==> src/rtl/mem_arb.sv <==
// Two-to-one memory port arbiter: IFU and LSU share a single downstream port with one
// outstanding transaction, owner-only response routing and a watchdog timeout completion.
module mem_arb #(
  parameter bit          LSU_PRIORITY   = 1'b1,
  parameter int unsigned TIMEOUT_CYCLES = 255,
  parameter logic [31:0] TIMEOUT_RDATA  = 32'hDEAD_BEEF
) (
  input  logic        clock,
  input  logic        reset,
  input  logic        io_ifu_reqValid,
  input  logic [31:0] io_ifu_addr,
  output logic        io_ifu_respValid,
  output logic [31:0] io_ifu_rdata,
  input  logic        io_lsu_reqValid,
  input  logic [31:0] io_lsu_addr,
  input  logic [1:0]  io_lsu_size,
  input  logic        io_lsu_wen,
  input  logic [31:0] io_lsu_wdata,
  input  logic [3:0]  io_lsu_wmask,
  output logic        io_lsu_respValid,
  output logic [31:0] io_lsu_rdata,
  output logic        io_mem_reqValid,
  output logic [31:0] io_mem_addr,
  output logic [1:0]  io_mem_size,
  output logic        io_mem_wen,
  output logic [31:0] io_mem_wdata,
  output logic [3:0]  io_mem_wmask,
  input  logic        io_mem_respValid,
  input  logic [31:0] io_mem_rdata,
  output logic        timeout_err
);

  localparam int CW = (TIMEOUT_CYCLES == 0) ? 1 : $clog2(TIMEOUT_CYCLES + 1);
  localparam logic [CW-1:0] CNT_MAX   = '1;
  localparam logic [CW-1:0] CNT_LIMIT = CW'(TIMEOUT_CYCLES);

  typedef enum logic [1:0] {IDLE, GNT_IFU, GNT_LSU} state_t;

  state_t        state_q;
  logic          last_lsu_q;
  logic [CW-1:0] cnt_q;
  logic [CW-1:0] cnt_d;
  logic [31:0]   addr_q;
  logic [1:0]    size_q;
  logic          wen_q;
  logic [31:0]   wdata_q;
  logic [3:0]    wmask_q;

  logic        granted;
  logic        wd_fire;
  logic        done;
  logic        lsu_wins;
  logic [31:0] resp_data;

  assign granted   = (state_q != IDLE);
  assign wd_fire   = (TIMEOUT_CYCLES != 0) && granted && !io_mem_respValid && (cnt_q == CNT_LIMIT);
  assign done      = granted && (io_mem_respValid || wd_fire);
  assign resp_data = io_mem_respValid ? io_mem_rdata : TIMEOUT_RDATA;

  // On a tie the LSU wins under fixed priority, or when the IFU was served last.
  assign lsu_wins = io_lsu_reqValid && (!io_ifu_reqValid || LSU_PRIORITY || !last_lsu_q);

  always_comb begin
    cnt_d = cnt_q;
    if (done || !granted) begin
      cnt_d = '0;
    end else if (cnt_q != CNT_MAX) begin
      cnt_d = cnt_q + 1'b1;
    end
  end

  always_ff @(posedge clock or posedge reset) begin
    if (reset) begin
      state_q    <= IDLE;
      last_lsu_q <= 1'b1;
      cnt_q      <= '0;
      addr_q     <= '0;
      size_q     <= '0;
      wen_q      <= 1'b0;
      wdata_q    <= '0;
      wmask_q    <= '0;
    end else begin
      cnt_q <= cnt_d;
      case (state_q)
        IDLE: begin
          if (lsu_wins) begin
            state_q <= GNT_LSU;
            addr_q  <= io_lsu_addr;
            size_q  <= io_lsu_size;
            wen_q   <= io_lsu_wen;
            wdata_q <= io_lsu_wdata;
            wmask_q <= io_lsu_wmask;
          end else if (io_ifu_reqValid) begin
            state_q <= GNT_IFU;
            addr_q  <= io_ifu_addr;
            size_q  <= 2'b10;
            wen_q   <= 1'b0;
            wdata_q <= '0;
            wmask_q <= 4'b0000;
          end
        end
        GNT_IFU, GNT_LSU: begin
          if (done) begin
            state_q    <= IDLE;
            last_lsu_q <= (state_q == GNT_LSU);
          end
        end
        default: state_q <= IDLE;
      endcase
    end
  end

  assign io_mem_reqValid  = granted && !wd_fire;
  assign io_mem_addr      = addr_q;
  assign io_mem_size      = size_q;
  assign io_mem_wen       = wen_q;
  assign io_mem_wdata     = wdata_q;
  assign io_mem_wmask     = wmask_q;
  assign timeout_err      = wd_fire;

  assign io_ifu_respValid = done && (state_q == GNT_IFU);
  assign io_lsu_respValid = done && (state_q == GNT_LSU);
  assign io_ifu_rdata     = io_ifu_respValid ? resp_data : 32'h0;
  assign io_lsu_rdata     = io_lsu_respValid ? resp_data : 32'h0;

endmodule

==> config.mk <==
export PLATFORM = sky130hd
export DESIGN_NAME = mem_arb
export DESIGN_NICKNAME = d
export VERILOG_FILES = /design/src/rtl/mem_arb.sv
export SDC_FILE = /design/constraint.sdc
export NUM_CORES = 1
export LEC_CHECK = 0
export ABC_AREA = 1
export CORE_MARGIN = 2
export CORE_UTILIZATION = 32
export CTS_CLUSTER_DIAMETER = 40
export DETAILED_ROUTE_END_ITERATION = 12
export PLACE_DENSITY = 0.77
export SYNTH_ARGS = -nofsm -noshare
export SYNTH_HDL_FRONTEND = slang
export SYNTH_SLANG_ARGS = --single-unit
==> constraint.sdc <==
create_clock -name clock -period 3.1 [get_ports clock]
set_input_delay 0.93 -clock clock [delete_from_list [all_inputs] [get_ports clock]]
set_output_delay 0.93 -clock clock [all_outputs]
set_load 0.005 [all_outputs]
; ---- After elaboration in Yosys (flattened, before gate mapping)
; Cells that the tools add are included.
[word_totals]
inputBits = 140
out_inout_bits = 139
n_memories = 0
ff_bits = 81
wordCells = 51
latchBits = 0
ramBits = 0
rom_bits = 0
[classes]
bitwise_logic = 0
shift = 0
mul = 0
div = 0
n_addsub = 1
n_reduce_logical = 18
n_eq_ne = 6
magnitude_cmp = 0
n_mux = 19
[ops]
columns = op, n
row1 = $mux W32, 7
row2 = $mux W8, 2
row3 = $mux W2, 5
row4 = $add A8 B1 Y8 const B, 1
row5 = $eq A8 B8 Y1 const B, 1
row6 = $mux W4, 2
row7 = $ne A8 B8 Y1 const B, 1
row8 = $logic_and A1 B1 Y1, 6
row9 = $reduce_bool A2 Y1, 3
row10 = $pmux W2 S2, 1
row11 = $reduce_and A2 Y1, 2
row12 = $logic_not A1 Y1, 3
row13 = $ne A3 B3 Y1 const B, 1
row14 = $eq A2 B1 Y1 const B, 1
row15 = $eq A2 B2 Y1 const B, 1
row16 = $logic_not A2 Y1, 1
row17 = $logic_or A1 B1 Y1, 2
row18 = $mux W1, 2
row19 = $ne A2 B2 Y1 const B, 1
row20 = $reduce_or A2 Y1, 1

; ---- Logic depth before layout (Yosys ltp)
[depth]
depth_word = 7
mapped_depth = 12
mapped_depth_nobuf = 12

; ---- Worst setup path after synthesis
; OpenSTA, ideal clock, no wires.
[synth_timing]
path_type = in2out
start = input port io_mem_respValid
end = output port io_lsu_rdata[10]
path_stages = 8
t_arrival_ps = 1760
path_slack_ps = 410
required_ps = 2170
path_buffers = 1
path_cell_list = inv_1 > nand2_1 > nor2_1 > nand2_2 > nand2_4 > nand3_4 > buf_6 > a21oi_1
[synth_via]
elab_chain_cells = 7
elab_cells_between_ends = 8
cone_classes = mux (2) / reduce/logical (6)
[synth_rtl]
columns = element, line
row1 = start: declaration, 28  ; input logic io_mem_respValid,
row2 = $logic_not A1 Y1, 56  ; assign wd_fire = (TIMEOUT_CYCLES != 0) && granted && !io_mem_respValid && (cnt_q == CNT_LIMIT);
row3 = $logic_and A1 B1 Y1 (2 in a row), 56
row4 = $logic_or A1 B1 Y1, 57  ; assign done = granted && (io_mem_respValid || wd_fire);
row5 = $logic_and A1 B1 Y1, 57
row6 = $logic_and A1 B1 Y1, 122  ; assign io_lsu_respValid = done && (state_q == GNT_LSU);
row7 = $mux W32 *, 124  ; assign io_lsu_rdata = io_lsu_respValid ? resp_data : 32'h0;
row8 = end: declaration, 21  ; output logic [31:0] io_lsu_rdata,
; Mark *: on every way between the ends. The rest lies on a longest branch, timed or not.

; ---- Final worst setup path
[layout_timing]
start = input port io_mem_respValid
end = output port io_ifu_rdata[3]
[layout_via]
elab_chain_cells = 7
elab_cells_between_ends = 8
cone_classes = mux (2) / reduce/logical (6)
[layout_rtl]
columns = element, line
row1 = $logic_not A1 Y1, 56
row2 = $logic_and A1 B1 Y1 (2 in a row), 56
row3 = $logic_or A1 B1 Y1, 57
row4 = $logic_and A1 B1 Y1, 57
row5 = $logic_and A1 B1 Y1, 121  ; assign io_ifu_respValid = done && (state_q == GNT_IFU);
row6 = $mux W32 *, 123  ; assign io_ifu_rdata = io_ifu_respValid ? resp_data : 32'h0;
row7 = end: declaration, 13  ; output logic [31:0] io_ifu_rdata,
; Marked as above.

==> run metrics <==
max cap viols 0; FF-to-FF path depth 8; worst-path cell chain buf_6 > inv_2 > nand2_2 > nor2_2 > nand2_2 > nand2_4 > nand3_4 > buf_4 > buf_12 > a21oi_2 > clkdlybuf4s15_1; Die Height 115.9 um; Die X 115.9 um; Area growth syn-to-layout 81.72%; Residual DRC 0; row cnt 40; TritonRoute pass-1 iters 4; area occupied by multi-input gates 1650 um^2; Hold/Removal Path Class reg2reg; fin crit share a little over nine tenths; final clock skew between 0.005 and 0.006 ns; status complete, no violations; Sink Count 81; PortBufs 278; wire length on met2 6861 um; largest net degree at the start of global routing 65; DP Area ~7000 um^2; Slew @ Worst Pin between 0.6 and 0.7 ns; antenna violation net count after detailed routing 0; hold path startpoint io_mem_wdata[14]$_DFFE_PP0P_; Max clock buf depth 2; Synth area leader dfrtp_1; Hold Crit Depth 1; Placer Congestion between 0.7 and 0.8; Worst path max stage delay 0.22 ns; clock root cell clkbuf_16; Final setup viols 0; Slew Viols, Final 0; global router's overall resource usage 18.89%; final wirelength 13470 um; FF+latch count, synth 81; WP data required ~2.2 ns; reg2reg setup slack 1.26 ns; CTS tree built; Worst Setup End Kind output port; I/O Pins roughly 280; Vias/cell roughly 4.7; fraction of layout cells with a size suffix above 1 about 19%; Final nets 876; Post-Syn Area ~4000 um^2; Synthesis Warnings 0; WS Path Type in2out; Seq. cell area 2027 um^2; crit path launch type input pin; Design Power 5.358 mW; Peak Freq 0.3275 GHz; maximum fanout along the worst path 24; clk_lat worst skew 0.33 ns; vias in the first global route 4093; dpl hpwl 10060 um; antenna violations before repair 1; Die Area between 10000 and 15000 um^2; core area 12110 um^2; Final Cell Area 7276 um^2; maximum VDD drop roughly 370 uV; DR WL met3 1109 um; Clock Pin Slew Worst Setup and Hold Paths around 0.05 ns; 1st-iter DRT viols 151; WHS 0.4978 ns; register area share after synthesis between 50% and 60%; total CTS buffers 9; Post-Syn Area per Cell 8.957 um^2; main area contributors after synthesis dfrtp_1 51%, a22o_1 8.3%, nand2_1 7.2%; M1 WL 5110 um; Initial Utilization between 30% and 40%; Pleak 3.448 nW; R2R Path Start state_q[0]$_DFFE_PP0P_; CP max-delay cell clkdlybuf4s15_1; Synth Instances roughly 450; slew margin rel. 53.71%; WP data arrival 2.12 ns; crit path launch io_mem_respValid; fill count roughly 1100; GRT Residual Overflow 0; non-filler cells, final 906; uppermost layer routed met4; first-pass GRT wire length 20000 um; post-synth cell types 26; PwrDens 736.4 nW/um^2; final hold violation count 0; Tmin final 3.053 ns; Placed Cells 874; DR WL/cell ~15 um; Yosys top cell area share 50.63%; htree depth 3; most used cell, CP nand2_2; syn_nets between 500 and 600; via count ~4300
## cells in the mapped netlist
master	instances
nand2_2	1
xnor2_1	2
buf_1	5
nor2_2	1
buf_6	4
inv_2	4
nand3_4	2
ha_1	4
buf_2	13
nand2_4	1
nor2_1	42
nand2_1	77
dfrtp_1	81
xor2_1	1
inv_1	50
clkbuf_1	9
a21oi_4	1
a21oi_2	20
inv_4	1
buf_4	2
nand3_1	22
nor3_1	3
o22a_1	1
a31oi_1	32
a21oi_1	30
a22o_1	38
## final timing paths
| path | to |
|---|---|
| max | io_ifu_rdata[3] |
| min | io_mem_wdata[14]$_DFFE_PP0P_ |
| max reg2reg | io_mem_addr[28]$_DFFE_PP0P_ |
| min reg2reg | io_mem_wdata[14]$_DFFE_PP0P_ |
| max in group asynchronous | io_mem_addr[6]$_DFFE_PP0P_ |
| min in group asynchronous | io_mem_wdata[0]$_DFFE_PP0P_ |
## worst max-delay path: cells and delay by family
family / cells / cell delay [ns]
buffers and inverters: 5 / 0.67
AND/OR/NAND/NOR: 5 / 0.41
AO/OA/AOI/OAI: 1 / 0.11
## cells by family after synthesis
group	Yosys count	synth area share, %
AOI/OAI and AO/OA	122	22.06
buffers and inverters	88	9.656
DFF	81	50.62
xor gates and xnor gates	3	0.6564
adders and majority gates	4	1.250
and+or+nand+nor	149	15.75
## cell usage in the layout (no fill, tap or decap), types with 2 or more instances in the layout
| master | count |
|---|---|
| ha_2 | 2 |
| inv_6 | 2 |
| dlygate4sd2_1 | 15 |
| clkdlybuf4s15_2 | 2 |
| inv_1 | 48 |
| buf_12 | 5 |
| nand2_2 | 2 |
| clkinv_2 | 5 |
| dfrtp_1 | 81 |
| a21oi_2 | 28 |
| nand3_1 | 19 |
| buf_4 | 17 |
| inv_2 | 3 |
| buf_2 | 14 |
| clkbuf_16 | 9 |
| xnor2_1 | 2 |
| clkbuf_2 | 27 |
| nor2_1 | 41 |
| clkdlybuf4s15_1 | 10 |
| a21oi_1 | 22 |
| a22o_1 | 38 |
| nand3_4 | 2 |
| nand2_1 | 76 |
| buf_6 | 8 |
| a31oi_1 | 32 |
| ha_1 | 2 |
| nand3_2 | 3 |
| clkdlybuf4s50_1 | 209 |
| nor3_1 | 3 |
## area by class of cell
class / instances / share of cell area, %
Inverter: 55 / 3.027
Clock buffer: 10 / 3.285
Tap cell: 168 / 2.889
Timing Repair Buffer: 307 / 39.43
Antenna cell: 1 / 0.03439
Sequential cell: 81 / 27.86
Clock inverter: 6 / 0.7911
Multi-Input combinational cell: 278 / 22.68
## report_power, final
| group | switching, mW | leakage (nW) | internal, mW |
|---|---|---|---|
| Sequential | 0.283 | 0.992 | 1.54 |
| Clock | 0.402 | 0.148 | 0.639 |
| Combinational | 1.01 | 2.31 | 1.48 |
## timing repair
action / CTS / global route
hold buffers: 0 / 0
pin swaps: 0 / 5
buffers inserted: 10 / 5
endpoints found under the setup margin: 66 / 61
hold endpoints to repair: 0 / 0
resized for setup: 128 / 84
## per-stage QoR
| step | util (%) | worst slack (ns) | setup TNS, ns |
|---|---|---|---|
| after floorplan | - | 0.08991 | 0 |
| after global placement | 57.45 | -0.2089 | -11.69 |
| after detailed placement | 57.45 | -0.2291 | -12.32 |
| after CTS | 60.34 | -0.09087 | -0.2278 |
| after global routing | 60.05 | -0.03958 | -0.2810 |
| final | 60.07 | 0.04656 | 0 |
## flip-flops by register name (all words and copies together), names as in the netlist
signal        cells
state_q           2
io_mem_size       2
io_mem_wen        1
io_mem_wmask      4
io_mem_addr      32
cnt_q             8
io_mem_wdata     32
## layer usage
metal,global-route usage (%),vias up
li1,-,2059
met5,0,-
met2,34.39,177
met1,20.87,1986
met3,4.289,30
met4,8.810,0
Power figures use the tool's default switching activity.
